### src/rtl/riscv_pkg.sv
// Shared RV32M definitions: M-extension funct3 codes, multiply/divide FSM encodings
// and the default datapath width.
package riscv_pkg;

    localparam int MULDIV_XLEN = 32;

    localparam logic [2:0] OP_MUL    = 3'b000;
    localparam logic [2:0] OP_MULH   = 3'b001;
    localparam logic [2:0] OP_MULHSU = 3'b010;
    localparam logic [2:0] OP_MULHU  = 3'b011;
    localparam logic [2:0] OP_DIV    = 3'b100;
    localparam logic [2:0] OP_DIVU   = 3'b101;
    localparam logic [2:0] OP_REM    = 3'b110;
    localparam logic [2:0] OP_REMU   = 3'b111;

    localparam logic [1:0] MULDIV_IDLE = 2'b00;
    localparam logic [1:0] MULDIV_CALC = 2'b01;
    localparam logic [1:0] MULDIV_FAST = 2'b10;

endpackage

### src/rtl/muldiv_sign.sv
// Two-lane conditional two's-complement negate. On the input side it turns signed
// operands into magnitudes; on the output side it applies the sign fix-up.
module muldiv_sign #(
    parameter int WX = 32,
    parameter int WY = 32
) (
    input  logic [WX-1:0] x_in,
    input  logic          x_neg,
    input  logic [WY-1:0] y_in,
    input  logic          y_neg,
    output logic [WX-1:0] x_out,
    output logic [WY-1:0] y_out
);

    // Negating the most negative value yields itself, which is the correct unsigned magnitude
    assign x_out = x_neg ? ({WX{1'b0}} - x_in) : x_in;
    assign y_out = y_neg ? ({WY{1'b0}} - y_in) : y_in;

endmodule

### src/rtl/muldiv_unit.sv
// Iterative radix-2 RV32M multiply/divide unit. A single 2*XLEN accumulator holds
// {hi, multiplier} for multiplies and {remainder, quotient} for divides.
module muldiv_unit
    import riscv_pkg::*;
#(
    parameter int XLEN = MULDIV_XLEN
) (
    input  logic            clk,
    input  logic            rst_n,
    input  logic            start,
    input  logic [2:0]      op,
    input  logic [XLEN-1:0] a,
    input  logic [XLEN-1:0] b,
    input  logic            flush,
    output logic [XLEN-1:0] result,
    output logic            busy,
    output logic            done
);

    localparam int CNT_W = $clog2(XLEN) + 1;

    logic [1:0]        state_r;
    logic [2:0]        op_r;
    logic              a_neg_r;
    logic              b_neg_r;
    logic [XLEN-1:0]   opnd_r;
    logic [2*XLEN-1:0] acc_r;
    logic [CNT_W-1:0]  count_r;
    logic [XLEN-1:0]   result_r;
    logic              busy_r;
    logic              done_r;

    logic              a_signed_s;
    logic              b_signed_s;
    logic              a_sign_s;
    logic              b_sign_s;
    logic [XLEN-1:0]   a_mag_s;
    logic [XLEN-1:0]   b_mag_s;
    logic              b_zero_s;
    logic              ovf_s;
    logic              fast_s;
    logic [XLEN-1:0]   fast_val_s;
    logic [XLEN:0]     sum_s;
    logic [XLEN:0]     diff_s;
    logic [2*XLEN-1:0] step_s;
    logic [CNT_W-1:0]  count_next_s;
    logic [2*XLEN-1:0] fix_x_in_s;
    logic [2*XLEN-1:0] fix_x_s;
    logic [XLEN-1:0]   fix_rem_s;
    logic [XLEN-1:0]   calc_res_s;

    assign a_signed_s = (op == OP_MUL) || (op == OP_MULH) || (op == OP_MULHSU) ||
                        (op == OP_DIV) || (op == OP_REM);
    assign b_signed_s = (op == OP_MUL) || (op == OP_MULH) ||
                        (op == OP_DIV) || (op == OP_REM);
    assign a_sign_s   = a_signed_s & a[XLEN-1];
    assign b_sign_s   = b_signed_s & b[XLEN-1];

    muldiv_sign #(.WX(XLEN), .WY(XLEN)) u_sign_in (
        .x_in  (a),
        .x_neg (a_sign_s),
        .y_in  (b),
        .y_neg (b_sign_s),
        .x_out (a_mag_s),
        .y_out (b_mag_s)
    );

    assign b_zero_s = (b == {XLEN{1'b0}});
    assign ovf_s    = ((op == OP_DIV) || (op == OP_REM)) &&
                      (a == {1'b1, {(XLEN-1){1'b0}}}) && (b == {XLEN{1'b1}});
    assign fast_s   = op[2] & (b_zero_s | ovf_s);

    // Early-out value for divide by zero and signed overflow; op[1] separates REM* from DIV*
    always_comb begin
        fast_val_s = {XLEN{1'b0}};
        if (b_zero_s) begin
            fast_val_s = op[1] ? a : {XLEN{1'b1}};
        end else begin
            fast_val_s = op[1] ? {XLEN{1'b0}} : a;
        end
    end

    // One shift-add (multiply) or restoring shift-subtract (divide) iteration
    always_comb begin
        sum_s  = {1'b0, acc_r[2*XLEN-1:XLEN]} + (acc_r[0] ? {1'b0, opnd_r} : {(XLEN+1){1'b0}});
        diff_s = acc_r[2*XLEN-1:XLEN-1] - {1'b0, opnd_r};
        step_s = {2*XLEN{1'b0}};
        if (op_r[2]) begin
            if (!diff_s[XLEN]) begin
                step_s = {diff_s[XLEN-1:0], acc_r[XLEN-2:0], 1'b1};
            end else begin
                step_s = {acc_r[2*XLEN-2:0], 1'b0};
            end
        end else begin
            step_s = {sum_s, acc_r[XLEN-1:1]};
        end
    end

    assign count_next_s = count_r + CNT_W'(1'b1);
    assign fix_x_in_s   = op_r[2] ? {{XLEN{1'b0}}, step_s[XLEN-1:0]} : step_s;

    muldiv_sign #(.WX(2*XLEN), .WY(XLEN)) u_sign_out (
        .x_in  (fix_x_in_s),
        .x_neg (a_neg_r ^ b_neg_r),
        .y_in  (step_s[2*XLEN-1:XLEN]),
        .y_neg (a_neg_r),
        .x_out (fix_x_s),
        .y_out (fix_rem_s)
    );

    // Select the architectural result slice for the latched operation
    always_comb begin
        calc_res_s = {XLEN{1'b0}};
        case (op_r)
            OP_MUL:                       calc_res_s = fix_x_s[XLEN-1:0];
            OP_MULH, OP_MULHSU, OP_MULHU: calc_res_s = fix_x_s[2*XLEN-1:XLEN];
            OP_DIV, OP_DIVU:              calc_res_s = fix_x_s[XLEN-1:0];
            OP_REM, OP_REMU:              calc_res_s = fix_rem_s;
            default:                      calc_res_s = {XLEN{1'b0}};
        endcase
    end

    // Control FSM and datapath registers; flush overrides both start and completion
    always_ff @(posedge clk or negedge rst_n) begin
        if (!rst_n) begin
            state_r  <= MULDIV_IDLE;
            op_r     <= 3'b000;
            a_neg_r  <= 1'b0;
            b_neg_r  <= 1'b0;
            opnd_r   <= {XLEN{1'b0}};
            acc_r    <= {2*XLEN{1'b0}};
            count_r  <= {CNT_W{1'b0}};
            result_r <= {XLEN{1'b0}};
            busy_r   <= 1'b0;
            done_r   <= 1'b0;
        end else if (flush) begin
            state_r <= MULDIV_IDLE;
            busy_r  <= 1'b0;
            done_r  <= 1'b0;
        end else begin
            case (state_r)
                MULDIV_IDLE: begin
                    done_r <= 1'b0;
                    if (start) begin
                        op_r    <= op;
                        a_neg_r <= a_sign_s;
                        b_neg_r <= b_sign_s;
                        opnd_r  <= op[2] ? b_mag_s : a_mag_s;
                        if (fast_s) begin
                            acc_r <= {{XLEN{1'b0}}, fast_val_s};
                        end else begin
                            acc_r <= {{XLEN{1'b0}}, (op[2] ? a_mag_s : b_mag_s)};
                        end
                        count_r <= {CNT_W{1'b0}};
                        busy_r  <= 1'b1;
                        state_r <= fast_s ? MULDIV_FAST : MULDIV_CALC;
                    end else begin
                        busy_r <= 1'b0;
                    end
                end
                MULDIV_CALC: begin
                    acc_r   <= step_s;
                    count_r <= count_next_s;
                    if (count_next_s == CNT_W'(XLEN)) begin
                        result_r <= calc_res_s;
                        done_r   <= 1'b1;
                        busy_r   <= 1'b0;
                        state_r  <= MULDIV_IDLE;
                    end else begin
                        done_r <= 1'b0;
                    end
                end
                MULDIV_FAST: begin
                    result_r <= acc_r[XLEN-1:0];
                    done_r   <= 1'b1;
                    busy_r   <= 1'b0;
                    state_r  <= MULDIV_IDLE;
                end
                default: begin
                    state_r <= MULDIV_IDLE;
                    busy_r  <= 1'b0;
                    done_r  <= 1'b0;
                end
            endcase
        end
    end

    assign result = result_r;
    assign busy   = busy_r;
    assign done   = done_r;

endmodule
### config.mk
export PLATFORM = sky130hd
export DESIGN_NAME = muldiv_unit
export DESIGN_NICKNAME = d
export VERILOG_FILES = /design/src/rtl/riscv_pkg.sv /design/src/rtl/muldiv_sign.sv /design/src/rtl/muldiv_unit.sv
export SDC_FILE = /design/constraint.sdc
export NUM_CORES = 1
export LEC_CHECK = 0
export CORE_MARGIN = 2
export CORE_UTILIZATION = 55
export CTS_BUF_LIST = sky130_fd_sc_hd__clkbuf_4 sky130_fd_sc_hd__clkbuf_8 sky130_fd_sc_hd__clkbuf_16
export CTS_CLUSTER_SIZE = 12
export DETAILED_ROUTE_END_ITERATION = 8
export HOLD_SLACK_MARGIN = 0.15
export PLACE_DENSITY = 0.86
export SKIP_CTS_REPAIR_TIMING = 1
export SLEW_MARGIN = 20
export SYNTH_ARGS = -nofsm -noshare
export SYNTH_HDL_FRONTEND = slang
export SYNTH_SLANG_ARGS = --single-unit
### constraint.sdc
create_clock -name clk -period 7.15 [get_ports clk]
set_clock_uncertainty 0.05 [all_clocks]
set_input_delay 1.43 -clock clk [delete_from_list [all_inputs] [get_ports clk]]
set_output_delay 1.43 -clock clk [all_outputs]
set_load 0.03 [all_outputs]
==> results of run 1 <==
-- where the power goes --
group | leakage (µW) | total [µW] | switching [µW] | internal [µW]
clock | 0.000291 | 925 | 425 | 500
sequential | 0.00185 | 1200 | 266 | 934
combinational | 0.00560 | 2850 | 1860 | 983
-- logic make-up after synthesis --
| logic type | count (synthesis) | share of synthesized area, % |
|---|---|---|
| simple gates | 906 | 25.76 |
| compound gates | 809 | 30.08 |
| buf+inv | 202 | 4.832 |
| xor+xnor | 168 | 8.593 |
| flops | 143 | 20.69 |
| fa+ha+maj | 76 | 5.584 |
| mux | 74 | 4.463 |
-- worst max-delay path, cell delays in order, from the launching register on --
cell and delay [ns]:
dfrtp_1 0.43, inv_1 0.16, ha_1 0.19, inv_1 0.06, fa_1 0.44, a211oi_2 0.30
nor3_2 0.14, o21ai_4 0.27, a21boi_2 0.11, o41a_1 0.42, nand2_1 0.11, nor2_1 0.11
a21oi_1 0.29, ha_1 0.26, o211ai_1 0.18, nor4_1 0.58, nand3_1 0.22, nor4_1 0.52
nand3_1 0.21, nor3_1 0.44, nand3b_1 0.19, o31ai_1 0.29, xnor2_1 0.10, a22oi_1 0.16
a21oi_1 0.09
-- area by class of cell --
class	count	area [µm²]
clock buffers	18	439.2
flip-flops and latches	143	3582
inverters	61	229.0
multi-input cells	2033	12910
fillers	2831	11630
repair buffers	141	1320
well taps	396	495.5
clock inverters	14	141.4
-- Yosys cell counts (49+ instances only) --
library cell and number:
inv_1 60, a21oi_1 203, mux2i_1 49, ha_1 74
and2_1 55, nor3_1 57, nand2_1 309, dfrtp_1 143
o21ai_0 269, xor2_1 79, xnor2_1 87, nor2_1 212
clkbuf_1 99
-- metal layers --
metal  wire length [µm]  up-vias  GRT usage, %
li1                   -     8743             -
met1              26290     9053         51.53
met2              31580     1251         68.23
met3               7121      347         7.861
met4               6441        0         33.72
met5                  0        -             0
-- stage by stage --
stage / utilization [%] / power, µW / cell area, µm²
global placement: 60.29 / 3867 / 18540
finish: 62.18 / 4972 / 19120
floorplan: - / 2993 / 17300
detailed placement: 60.29 / 3916 / 18540
CTS: 62.18 / 4837 / 19120
global route: 62.18 / 5192 / 19120
-- worst paths after layout --
kind / start / endpoint / cells past startpoint
max: acc_r[31] / result[30] / 24
min: result[0] / result[0] / 2
max reg2reg: acc_r[31] / result[30] / 24
min reg2reg: result[0] / result[0] / 2
max in group asynchronous: rst_n / acc_r[9] / 2
min in group asynchronous: rst_n / acc_r[57] / 1
-- sequential cells by signal, summed over array words and instances, names as in the netlist --
signal / cells
state_r: 2
op_r: 3
done: 1
b_neg_r: 1
opnd_r: 32
count_r: 6
a_neg_r: 1
busy: 1
acc_r: 64
result: 32
-- layout by cell type, fill, tap and decap left out, types with 18 or more instances in the layout --
master | Yosys | final
xor2_1 | 79 | 79
nand2_1 | 309 | 309
nand4_1 | 34 | 34
a211oi_1 | 18 | 18
ha_1 | 74 | 73
nand2b_1 | 22 | 22
a31oi_1 | 41 | 41
a21o_1 | 20 | 20
and2_1 | 55 | 54
xnor2_1 | 87 | 86
inv_1 | 60 | 60
a21oi_1 | 203 | 203
o21ai_0 | 269 | 268
buf_4 | 3 | 37
clkdlybuf4s50_1 | 0 | 103
nor4_1 | 19 | 18
dfrtp_1 | 143 | 142
mux2i_1 | 49 | 49
o31ai_1 | 35 | 35
nand3_1 | 37 | 37
or3_1 | 28 | 28
nor2b_1 | 27 | 27
nor2_1 | 212 | 211
nor3_1 | 57 | 57
mux2_2 | 24 | 24
==> results.yml, run 1 <==
placement:
  pre_cts_ws_ns: 0.9885
  hpwl_um: 55320
  io_buffers: 104
  dp.cells: 2774
  gp_congestion: 1.083
timing:
  period_share_pct: 90.39
  setup_slack_ns: 0.6872
  rsz0062_at_grt: "no"
  period_needed_ns: 6.463
  max_freq_mhz: 154.7
  fin_tns_setup_ns: 0
  tightest_slew_ns: 1.042
  setup_viol: 0
  drv_slew: 0
  relSlewSlack_pct: 28.71
  hold_viol: 0
  worst_hold_slack_ns: 0.4339
global_routing:
  grtUsageTotal_pct: 43.02
  grt_max_degree: 81
  grt_pass1_wl_um: 108200
  grt_pass1_vias: 18430
  antenna_found_initial: 2
  grt-ovfl-total: 0
pwr:
  powerDensity_nw_per_um2: 260.0
  leakage_uw: 0.007739
  ir_drop_mv: 0.2289
synthesis:
  synth_top_area_cell: "dfrtp_1"
  synth_top_area_share_pct: 20.69
  synthArstFlopShare_pct: 100.0
  synth_area_per_cell_um2: 7.274
  synth_area_um2: 17300
  synth_ff_type: "dfrtp_1"
  yosysWarnings: 0
  synth_area_leaders: "dfrtp_1 (21%), o21ai_0 (7.8%), nand2_1 (6.7%)"
  syn_nets: 2525
  synth_edf_count: 0
  synth-seq-cells: 143
  synthCells: 2378
  yosysSeqAreaShare_pct: 20.69
  synth_cell_types: 105
clock_network:
  cts_inserted_buffers: 17
  cts_num_sinks: 143
  insertion_delay_ns: 0.46
  cts_tree: "yes"
  clockRootBuffer: "clkbuf_16"
  cts_htree_levels: 4
  cts_max_path_buffers: 2
  clkTransAtPathRegs_ns: 0.07
detailed_routing:
  drt_first_pass_iters: 8
  viasPerCell: 6.912
  vias: 19390
  ant_nets: 0
  drt_iter0_markers: 2332
  drc_errors: 0
  drt-wirelength-per-cell_um: 25.46
  drt-total-wl_um: 71430
setup_path:
  criticalPathCategory: "flop to flop"
  rrSetupSlack_ns: 0.69
  start_kind: "flop"
  critical_path.max_fanout: 6
  crit_arrival_ns: 6.74
  endpoint_kind: "flop"
  required_ns: 7.43
floorplan:
  start_util_pct: 56.25
  ioPinCount: 105
  die_w_um: 181.3
  die-area_um2: 32890
  design.core.area_um2: 30750
  placementRows: 64
  die_h_um: 181.3
hold_path:
  min_path_type: "flop to flop"
final_layout:
  layout-drive-gt1-share_pct: 6.888
  diodes: 0
  fin_cells: 2806
  layout.nets: 2544
  layout-area-overhead-vs-synth_pct: 10.53
flow_run:
  maxCapViolations: 0
run_status:
  outcome: "finished, final reports clean"
No activity file was read; power rests on OpenSTA's default activity.
==> inputs of run 2 (changes only) <==
- CORE_UTILIZATION: 55 -> 35
- PLACE_DENSITY: 0.86 -> 0.63
- SKIP_LAST_GASP: default -> 1
==> run 2 against run 1 <==
Against the previous run: non-clock buffer count is 5 higher; sequential share of layout area is 0.36 points lower; global-route usage is 14 points lower; clock-buffer cell count is 2 higher; largest power group unchanged.
==> results.yml, run 2 (synthesized netlist as in run 1, its figures left out) <==
run_status:
  outcome: "finished, final reports clean"
final_layout:
  post-route-util_pct: 39.92
  diodes: 0
  layout-area-overhead-vs-synth_pct: 12.72
  final_cell_mix: "nand2_1 (309), o21ai_0 (268), nor2_1 (211), a21oi_1 (203), dfrtp_1 (142)"
  layout-drive-gt1-share_pct: 7.122
  top_register: "acc_r"
  layout.nets: 2549
  largest_reg_flops: 64
  final_common_cell: "nand2_1"
global_routing:
  grtUsageTotal_pct: 29.26
  antenna_found_initial: 2
  grt_pass1_wl_um: 112100
  grt_max_degree: 88
  grt_pass1_vias: 17520
  grt-ovfl-total: 0
floorplan:
  die_w_um: 226.3
  ioPinCount: 105
  design.core.area_um2: 48850
  placementRows: 81
  die_h_um: 226.3
  start_util_pct: 35.41
  die-area_um2: 51220
placement:
  io_buffers: 104
  hpwl_um: 60150
  gp_congestion: 0.9717
setup_path:
  crit_family: "simple AND/OR/NAND/NOR gates"
  start_kind: "flop"
  required_ns: 7.44
  reg2reg_depth: 24
  max_stage_delay_ns: 0.53
  endpoint_kind: "flop"
  rrSetupSlack_ns: 0.80
  cp_num_buf_inv: 2
  critPathSlowestCell: "nor4_1"
  criticalPathCategory: "flop to flop"
  crit_arrival_ns: 6.63
  worstReg2RegEnd: "result[30]"
  critical_path.max_fanout: 6
  path_cells: "inv_1 > ha_1 > inv_1 > fa_1 > a211oi_2 > nor3_2 > o21ai_4 > a21boi_2 > o41a_1 > nand2_1 > nor2_1 > a21oi_1 > ha_1 > o211ai_1 > nor4_1 > nand3_1 > nor4_1 > nand3_1 > nor3_1 > nand3b_1 > o31ai_1 > xnor2_1 > a22oi_1 > a21oi_1"
  worstReg2RegStart: "acc_r[31]"
clock_network:
  cts_num_sinks: 143
  insertion_delay_ns: 0.46
  clockRootBuffer: "clkbuf_16"
  cts_inserted_buffers: 17
  cts_htree_levels: 4
  cts_max_path_buffers: 2
  clkTransAtPathRegs_ns: 0.07
  cts_tree: "yes"
timing:
  relSlewSlack_pct: 29.76
  period_share_pct: 88.75
  fin_tns_setup_ns: 0
  hold_viol: 0
  drv_slew: 0
  max_freq_mhz: 157.6
  setup_viol: 0
  period_needed_ns: 6.346
  tightest_slew_ns: 1.043
  worst_hold_slack_ns: 0.4316
  rsz0062_at_grt: "no"
hold_path:
  hp-start: "result[1]"
  min_to: "result[1]"
  min_delay_path_depth: 2
  min_path_type: "flop to flop"
pwr:
  ir_drop_mv: 0.1860
  powerDensity_nw_per_um2: 256.8
  leakage_uw: 0.007771
detailed_routing:
  drt-total-wl_um: 75380
  drt-wirelength-per-cell_um: 24.48
  vias: 18700
  drt_iter0_markers: 2065
  drt_first_pass_iters: 6
  viasPerCell: 6.074
  drc_errors: 0
  ant_nets: 0
flow_run:
  maxCapViolations: 0
## run 2: worst max path at each step
stage / from / end / cells past startpoint
after floorplan: acc_r[31] / result[24] / 25
after global placement: acc_r[31] / result[30] / 24
after detailed placement: acc_r[31] / result[30] / 24
after CTS: acc_r[31] / result[30] / 24
after global routing: acc_r[31] / result[30] / 24
final: acc_r[31] / result[30] / 24
## run 2: layout make-up
| type | count | area, µm² |
|---|---|---|
| fillers | 5180 | 29350 |
| clock buffers | 20 | 460.4 |
| well taps | 664 | 830.8 |
| multi-input cells | 2033 | 12910 |
| flip-flops and latches | 143 | 3582 |
| repair buffers | 146 | 1360 |
| clock inverters | 12 | 123.9 |
| inverters | 61 | 229.0 |
## run 2: worst reg2reg max path: cells and delay by family, from the launching register on
| kind | cells | cell delay, ns |
|---|---|---|
| buf+inv | 2 | 0.20 |
| simple gates | 9 | 2.49 |
| flops | 1 | 0.43 |
| xor+xnor | 1 | 0.10 |
| fa+ha+maj | 3 | 0.87 |
| compound gates | 9 | 2.08 |
## run 2: power by group
group	internal (µW)	total, µW	switching, µW
sequential	935	1190	251
combinational	991	2890	1900
clock	511	930	420
## run 2: metal layers
layer	GRT usage [%]	share of wire, %	wire, µm
met2	46.64	45	34040
met3	4.108	6.3	4741
met4	15.47	5.9	4430
met5	0	0.033	25
met1	38.38	43	32140
## run 2: stage by stage
stage	area, µm²	total power (µW)	std cells	worst slack, ns
3_3_place_gp	18900	3965	3046	1.043
5_1_grt	19500	5262	3079	0.1840
4_1_cts	19500	4926	3079	0.9118
3_5_place_dp	18910	3996	3047	0.9242
6_report	19500	5007	3079	0.8041
2_1_floorplan	17300	2993	2378	1.584
